--- src/rtl/video_timing_gen.sv ---
// ---------------------------------------------------------------------------
// video_timing_gen
//   Raster timing generator with built-in test patterns. Horizontal and
//   vertical counters run from the pixel origin (first active pixel at
//   h_cnt=0, v_cnt=0) through the active region, front porch, sync and
//   back porch. All outputs are registered. The outputs after an edge
//   describe the counter state that was present before that edge.
//
// Ports
//   i_clk          pixel clock (only clock)
//   i_resetn       asynchronous active-low reset
//   i_en           run enable; low holds the generator idle at the origin
//   i_pattern      test-pattern select, sampled at the start of each frame
//   o_x, o_y       current column / line during active video, else 0
//   o_de           data enable, high on active pixels only
//   o_hsync        horizontal sync, asserted level HS_POL
//   o_vsync        vertical sync, asserted level VS_POL
//   o_frame_start  one-cycle pulse on pixel (0,0)
//   o_color        RGB888 {R,G,B}, black outside active video
// ---------------------------------------------------------------------------
`timescale 1ns / 1ps

module video_timing_gen #(
   parameter int H_ACTIVE = 1024,
   parameter int H_FP     = 24,
   parameter int H_SYNC   = 136,
   parameter int H_BP     = 160,
   parameter int V_ACTIVE = 600,
   parameter int V_FP     = 12,
   parameter int V_SYNC   = 3,
   parameter int V_BP     = 20,
   parameter bit HS_POL   = 1'b0,
   parameter bit VS_POL   = 1'b0
) (
   input  logic        i_clk,
   input  logic        i_resetn,
   input  logic        i_en,
   input  logic [1:0]  i_pattern,
   output logic [11:0] o_x,
   output logic [11:0] o_y,
   output logic        o_de,
   output logic        o_hsync,
   output logic        o_vsync,
   output logic        o_frame_start,
   output logic [23:0] o_color
);

   localparam int H_TOTAL = H_ACTIVE + H_FP + H_SYNC + H_BP;
   localparam int V_TOTAL = V_ACTIVE + V_FP + V_SYNC + V_BP;
   // Bars are H_ACTIVE/8 wide; guard against a zero divisor on tiny rasters.
   localparam int BAR_W   = (H_ACTIVE >= 8) ? (H_ACTIVE / 8) : 1;

   localparam logic [11:0] H_ACT  = 12'(H_ACTIVE);
   localparam logic [11:0] H_SS   = 12'(H_ACTIVE + H_FP);
   localparam logic [11:0] H_SE   = 12'(H_ACTIVE + H_FP + H_SYNC);
   localparam logic [11:0] H_LAST = 12'(H_TOTAL - 1);
   localparam logic [11:0] V_ACT  = 12'(V_ACTIVE);
   localparam logic [11:0] V_SS   = 12'(V_ACTIVE + V_FP);
   localparam logic [11:0] V_SE   = 12'(V_ACTIVE + V_FP + V_SYNC);
   localparam logic [11:0] V_LAST = 12'(V_TOTAL - 1);
   localparam logic [11:0] BAR_WC = 12'(BAR_W);

   // Colour of each vertical bar, left to right.
   function automatic logic [23:0] bar_color(input logic [2:0] idx);
      case (idx)
         3'd0:    return 24'hFFFFFF;
         3'd1:    return 24'hFFFF00;
         3'd2:    return 24'h00FFFF;
         3'd3:    return 24'h00FF00;
         3'd4:    return 24'hFF00FF;
         3'd5:    return 24'hFF0000;
         3'd6:    return 24'h0000FF;
         default: return 24'h000000;
      endcase
   endfunction

   // Counter state
   logic [11:0] h_q, h_d, v_q, v_d;
   logic [7:0]  frame_q, frame_d;
   logic [1:0]  pat_q, pat_d;

   // Registered outputs
   logic [11:0] x_q, x_d, y_q, y_d;
   logic        de_q, de_d, hs_q, hs_d, vs_q, vs_d, fs_q, fs_d;
   logic [23:0] color_q, color_d;

   // Decode of the current counter state
   logic        origin, active, hs_on, vs_on;
   logic [1:0]  pat_sel;
   logic [11:0] bar_idx;
   logic [23:0] pix_color;

   always_comb begin
      // NOTE: every variable gets a default before any branch so that no
      // path leaves it unassigned, which would otherwise infer a latch.
      origin  = (h_q == '0) && (v_q == '0);
      // A new pattern takes effect on the origin pixel itself.
      pat_sel = origin ? i_pattern : pat_q;
      active  = (h_q < H_ACT) && (v_q < V_ACT);
      hs_on   = (h_q >= H_SS) && (h_q < H_SE);
      vs_on   = (v_q >= V_SS) && (v_q < V_SE);
      bar_idx = h_q / BAR_WC;

      pix_color = 24'h000000;
      case (pat_sel)
         2'd0: pix_color = 24'hFFFFFF;
         2'd1: pix_color = (bar_idx < 12'd8) ? bar_color(bar_idx[2:0]) : 24'h000000;
         2'd2: pix_color = (h_q[5] ^ v_q[5]) ? 24'h000000 : 24'hFFFFFF;
         default: pix_color = {h_q[7:0], v_q[7:0], frame_q};
      endcase

      h_d     = '0;
      v_d     = '0;
      frame_d = '0;
      pat_d   = pat_q;
      de_d    = 1'b0;
      hs_d    = ~HS_POL;
      vs_d    = ~VS_POL;
      fs_d    = 1'b0;
      x_d     = '0;
      y_d     = '0;
      color_d = '0;

      if (i_en) begin
         pat_d   = pat_sel;
         de_d    = active;
         hs_d    = hs_on ? HS_POL : ~HS_POL;
         vs_d    = vs_on ? VS_POL : ~VS_POL;
         fs_d    = origin;
         x_d     = active ? h_q : '0;
         y_d     = active ? v_q : '0;
         color_d = active ? pix_color : '0;

         frame_d = frame_q;
         v_d     = v_q;
         h_d     = h_q + 12'd1;
         if (h_q == H_LAST) begin
            h_d = '0;
            v_d = v_q + 12'd1;
            if (v_q == V_LAST) begin
               v_d     = '0;
               frame_d = frame_q + 8'd1;
            end
         end
      end
   end

   always_ff @(posedge i_clk or negedge i_resetn) begin
      if (!i_resetn) begin
         h_q     <= '0;
         v_q     <= '0;
         frame_q <= '0;
         pat_q   <= '0;
         de_q    <= 1'b0;
         hs_q    <= ~HS_POL;
         vs_q    <= ~VS_POL;
         fs_q    <= 1'b0;
         x_q     <= '0;
         y_q     <= '0;
         color_q <= '0;
      end else begin
         // NOTE: non-blocking assignments so every register samples the
         // pre-edge values, independent of statement order.
         h_q     <= h_d;
         v_q     <= v_d;
         frame_q <= frame_d;
         pat_q   <= pat_d;
         de_q    <= de_d;
         hs_q    <= hs_d;
         vs_q    <= vs_d;
         fs_q    <= fs_d;
         x_q     <= x_d;
         y_q     <= y_d;
         color_q <= color_d;
      end
   end

   assign o_x           = x_q;
   assign o_y           = y_q;
   assign o_de          = de_q;
   assign o_hsync       = hs_q;
   assign o_vsync       = vs_q;
   assign o_frame_start = fs_q;
   assign o_color       = color_q;

endmodule

--- config.mk ---
export PLATFORM = sky130hd
export DESIGN_NAME = video_timing_gen
export DESIGN_NICKNAME = d
export VERILOG_FILES = /design/src/rtl/video_timing_gen.sv
export SDC_FILE = /design/constraint.sdc
export NUM_CORES = 1
export LEC_CHECK = 0
export CAP_MARGIN = 20
export CORE_MARGIN = 3
export CORE_UTILIZATION = 55
export DETAILED_ROUTE_END_ITERATION = 12
export GPL_TIMING_DRIVEN = 0
export PLACE_DENSITY_LB_ADDON = 0.25
export SLEW_MARGIN = 10
export SYNTH_ARGS = -nofsm -noshare
export SYNTH_HDL_FRONTEND = slang
export SYNTH_SLANG_ARGS = --single-unit
--- constraint.sdc ---
create_clock -name i_clk -period 3 [get_ports i_clk]
set_clock_uncertainty 0.2 [all_clocks]
set_input_delay 0.6 -clock i_clk [delete_from_list [all_inputs] [get_ports i_clk]]
set_output_delay 0.6 -clock i_clk [all_outputs]
set_load 0.03 [all_outputs]
# [Word level (Yosys, flattened, before mapping)]
# Index checks and enable logic that the tools add are counted.
[totals] reg_bits=86 word_cells=68
[classes] add_sub_neg=3 magnitude_cmp=7 n_eq_ne=12 muxes=25 bitwise=1 n_reduce_logical=9
[op_table] cell="$pmux 24 s7" count=1
[op_table] cell="$mux 12" count=9
[op_table] cell="$mux 24" count=4
[op_table] cell="$pmux 24 s3" count=1
[op_table] cell="$add 12x1->12 const B" count=2
[op_table] cell="$logic_not 12->1" count=2
[op_table] cell="$lt 12x10->1 const B" count=2
[op_table] cell="$lt 12x11->1 const B" count=2
[op_table] cell="$mux 8" count=3
[op_table] cell="$eq 12x10->1 const B" count=1
[op_table] cell="$eq 12x11->1 const B" count=1
[op_table] cell="$ge 12x10->1 const B" count=1
[op_table] cell="$ge 12x11->1 const B" count=1
[op_table] cell="$eq 3x3->1 const B" count=3
[op_table] cell="$add 8x1->8 const B" count=1
[op_table] cell="$eq 3x2->1 const B" count=2
[op_table] cell="$mux 1" count=6
[op_table] cell="$lt 5x4->1 const B" count=1
[op_table] cell="$logic_and 1x1->1" count=4
[op_table] cell="$ne 2x1->1 const B" count=2
[op_table] cell="$eq 3x1->1 const B" count=1
[op_table] cell="$logic_not 3->1" count=1
[op_table] cell="$eq 2x1->1 const B" count=1
[op_table] cell="$eq 2x2->1 const B" count=1
[op_table] cell="4 further kinds" count=4

# [Depth between registers and ports, before layout]
[depth] depth_word=7 mapped_depth=8

# [Worst setup path before layout]
# No wires, ideal clock.
[synth_timing] kind="reg-to-reg" start="register v_q[7]" end="register frame_q[3]" setup_time_ns=0.078 arrival_ns=2.108 t_required_ns=2.722 setup_slack_ns=0.614 stages_incl_launch_ff=7 period_less_slack_ns=2.386 path_cell_list="dfrtp_1 -> buf_6 -> or4_4 -> or3_1 -> clkbuf_2 -> or4_1 -> a21oi_1"
[synth_via] elab_chain_len=3
[synth_rtl] item="from (decl)" line="78" text="logic [11:0] h_q, h_d, v_q, v_d;"
[synth_rtl] item="from (signal assigned)" line="165" text="v_q <= v_d;"
[synth_rtl] item="$eq 12x10->1" line="140" text="if (v_q == V_LAST) begin"
[synth_rtl] item="$ne 2x1->1 (no line)"
[synth_rtl] item="$reduce_and 2->1 (no line)"
[synth_rtl] item="to (signal assigned)" line="166" text="frame_q <= frame_d;"
[synth_rtl] item="to (decl)" line="79" text="logic [7:0] frame_q, frame_d;"
# Every way passes these cells.
# A chain may end at the register's enable or synchronous reset.

# [Final worst setup path]
[layout_timing] start="register v_q[0]" end="register color_q[1], in the netlist o_color[1]"
[layout_via] elab_chain_len=7 word_cells_on_any_way=11
[layout_rtl] item="$logic_not 12->1" line="96" text="origin = (h_q == '0) && (v_q == '0);"
[layout_rtl] item="$logic_and 1x1->1" line="96"
[layout_rtl] item="$mux 2" line="98" text="pat_sel = origin ? i_pattern : pat_q;"
[layout_rtl] item="$eq 2x2->1 (tied with other cells)" line="105" text="case (pat_sel)"
[layout_rtl] item="$pmux 24 s3" line="105"
[layout_rtl] item="$mux 24 *" line="132" text="color_d = active ? pix_color : '0;"
[layout_rtl] item="$mux 24 *" line="124" text="if (i_en) begin"
[layout_rtl] item="named net color_d[1]" line="85" text="logic [23:0] color_q, color_d;"
[layout_rtl] item="to (signal assigned)" line="174" text="color_q <= color_d;"
[layout_rtl] item="to (decl)" line="85"
# The timed path passes the listed nets; every way through them passes the cells marked *.

==> key figures <==
Worst hold path
  – Hold crit path type: flop to flop

Logic synthesis
  – Syn avg cell area: 9.84 um^2
  – Register bit total from synthesis: 86
  – Number of synthesized flops with an enable pin: 0
  – Post-synthesis cell type count: 45
  – Post-synthesis cell count: 419
  – Main synth FF type: dfrtp_1
  – Register area share after synthesis: 52.2%
  – Ys async rst share: 100%
  – Cell Area, Synth: 4120 um^2
  – Yosys warns: 0

STA
  – Peak Freq: 0.347 GHz
  – Final worst-path cycle share: 96.0%
  – Slew Limit Fails: 0
  – Final hold vios: 0
  – Setup Viol. Count Final: 0
  – RSZ-0062 raised after global routing: true
  – Worst Max-Slew Pin Slew: 696 ps
  – Final WS setup: 119 ps
  – Rel. slew slack: 53.1%
  – Post-route minimum period: 2880 ps

Cells and area
  – Layout Nets: 503
  – Antenna diodes: 0
  – FF+latch area: 2160 um^2
  – Most frequent cells in the layout: dfrtp_1, clkdlybuf4s50_1, clkbuf_1
  – Area of the multi-input gates: 1790 um^2
  – Fillers: 531
  – Area grow syn2layout: 22.8%
  – Layout cells sized above 1: 7.85%
  – Commonest non-fill, non-tap cell in the layout: dfrtp_1
  – Fin cells: 593

Placed design
  – Port bufs: 56
  – Global placer's final weighted congestion: 0.932
  – Dpl cells: 575
  – DP Worst Slack: 82.2 ps
  – DP Wirelength: 7.38 mm

Clock network
  – CTS root buffer: clkbuf_8
  – Cts bufs inserted: 9
  – CTS tree: built
  – CTS max path bufs: 2
  – H-tree depth: 3
  – Worst skew pair latency: 360 ps
  – Clk slew on worst S/H paths: 90 ps
  – Sink Count: 86

Global route
  – First-pass GRT wire length: 17.2 mm
  – Largest net degree at the start of global routing: 58
  – Initial antenna violation count: 0
  – GRT Total Usage: 25.6%
  – Vias in the first global route: 3357
  – Congestion Overflow GR: 0

Power and ir drop
  – LEAKAGE: 0.00215 uW
  – Net Sw Frac: 31.2%
  – Clock share of power: 30.0%
  – Internal power: 1720 uW
  – Net switching power: 776 uW
  – Register share of total power: 50.1%
  – VDD IR-drop max: 0.236 mV
  – Pwr per Cell Area: 492 nW/um^2
  – Comb pwr share: 19.9%

Floorplanning
  – Die Y: 92.6 um
  – Cell Rows: 30
  – DIE WIDTH: 92.6 um
  – Initial Util: 58.8%
  – Boundary Pins: 57
  – Core area: 7020 um^2
  – DIE AREA: 8570 um^2

Worst setup path
  – Data arrival, critical path: 2900 ps
  – Required @ worst endpoint: 3020 ps
  – Startpoint Class: flop
  – Crit end category: flop
  – CP Class: flop to flop
  – Critical path fanouts, max: 10

Routing
  – WL per Instance: 17.8 um
  – DR vias/cell: 6.22
  – Post-detailed-route count of antenna-violating nets: 0
  – DRC: 0
  – Pre-antenna DRT Iters: 5
  – Via count: 3689
  – DRT iter0 DRCs: 368
  – WL final: 10.5 mm

Outcome
  – Status: finished, final reports clean

Run
  – # Max-Cap Violations: 0
## worst max-delay path, cell delays in order (launching register included)
cell and delay [ps]:
dfrtp_1 500, inv_1 150, ha_1 170, nor4bb_1 280, nand4_1 270, or2_2 350
clkbuf_1 160, clkbuf_1 270, a211oi_1 390
## registers in the layout (all words and copies together), names as in the netlist
name	cells
h_q	12
pat_q	2
o_frame_start	1
frame_q	8
o_color	24
o_vsync	1
o_de	1
v_q	12
o_hsync	1
o_x	12
o_y	12
## kinds of logic after synthesis
group,count (synthesis),share of synthesized area [%]
AOI/OAI and AO/OA,71,12.1
muxes,3,0.789
xor gates and xnor gates,10,2.12
buffers and inverters,51,4.88
and+or+nand+nor,191,25.9
DFF,86,52.2
adders and majority gates,6,1.82
other,1,0.0909
## timing repair
action,4_1_cts,5_1_grt
resized for setup,0,6
hold buffers,1,0
setup endpoints to repair,0,26
endpoints found under the hold margin,28,0
buffers inserted,0,3
## cell type report
class	instances	area share [%]
multi-input combinational	285	35.4
buffer	39	3.11
inverter	10	0.741
clock inverter	7	1.11
clock buffer	9	2.45
tap	96	2.37
timing repair buffer	61	12.2
sequential	86	42.6
## power by group through the flow
| stage | clock network [uW] | logic (uW) | registers, uW |
|---|---|---|---|
| 2_1_floorplan | 0 | 187 | 1370 |
| 3_3_place_gp | 0 | 471 | 1270 |
| 3_5_place_dp | 0 | 486 | 1270 |
| 4_1_cts | 754 | 488 | 1250 |
| 5_1_grt | 811 | 529 | 1260 |
| 6_report | 748 | 495 | 1250 |
## routing by layer
layer	share of wire [%]	vias to the layer above	GRT usage (%)	wire [um]
met5	0	-	0	0
met4	2.5	0	9.78	265
met1	41	1755	36.1	4370
met2	47	221	39.4	4940
li1	-	1683	-	-
met3	9.1	30	4.55	954
## cell usage after synthesis (7+ instances only)
master     n  share of area, %
dfrtp_1   84                51
clkbuf_1  38               3.5
nor2_1    29               2.6
nor4_1    26               3.9
and3_1    24               3.6
nand2_1   23               2.1
nand3_1   16               1.9
a211oi_1  15               2.7
a21oi_1   15               1.8
nor3_1    14               1.7
nand4_1   11               1.7
o21ai_0   11               1.3
a311oi_1  10               2.1
inv_1     10              0.91
nor2b_1   10               1.5
nand3b_1   7               1.3
## stage by stage
stage | hold WS, ps | TNS (ps) | power, uW | util [%] | area (um^2)
after floorplan | 104 | 0 | 1560 | - | 4140
after global placement | 361 | -144140 | 1740 | 68.6 | 4820
after detailed placement | 360 | 0 | 1750 | 69.0 | 4840
after CTS | 386 | 0 | 2490 | 71.7 | 5030
after global routing | 399 | -38.7 | 2600 | 72.1 | 5060
final | 373 | 0 | 2490 | 72.1 | 5060
## worst paths after layout
kind | end | slack (ps) | startpoint | cells past startpoint
worst max-delay path | o_color[1] | 120 | v_q[0] | 8
max in group asynchronous | o_hsync | 1450 | i_resetn | 3
worst min register to register | h_q[0] | 370 | h_q[0] | 1
worst max register to register | o_color[1] | 120 | v_q[0] | 8
worst min-delay path | h_q[0] | 370 | h_q[0] | 1
min in group asynchronous | o_x[11] | 500 | i_resetn | 2
(Power assumes the default switching activity.)
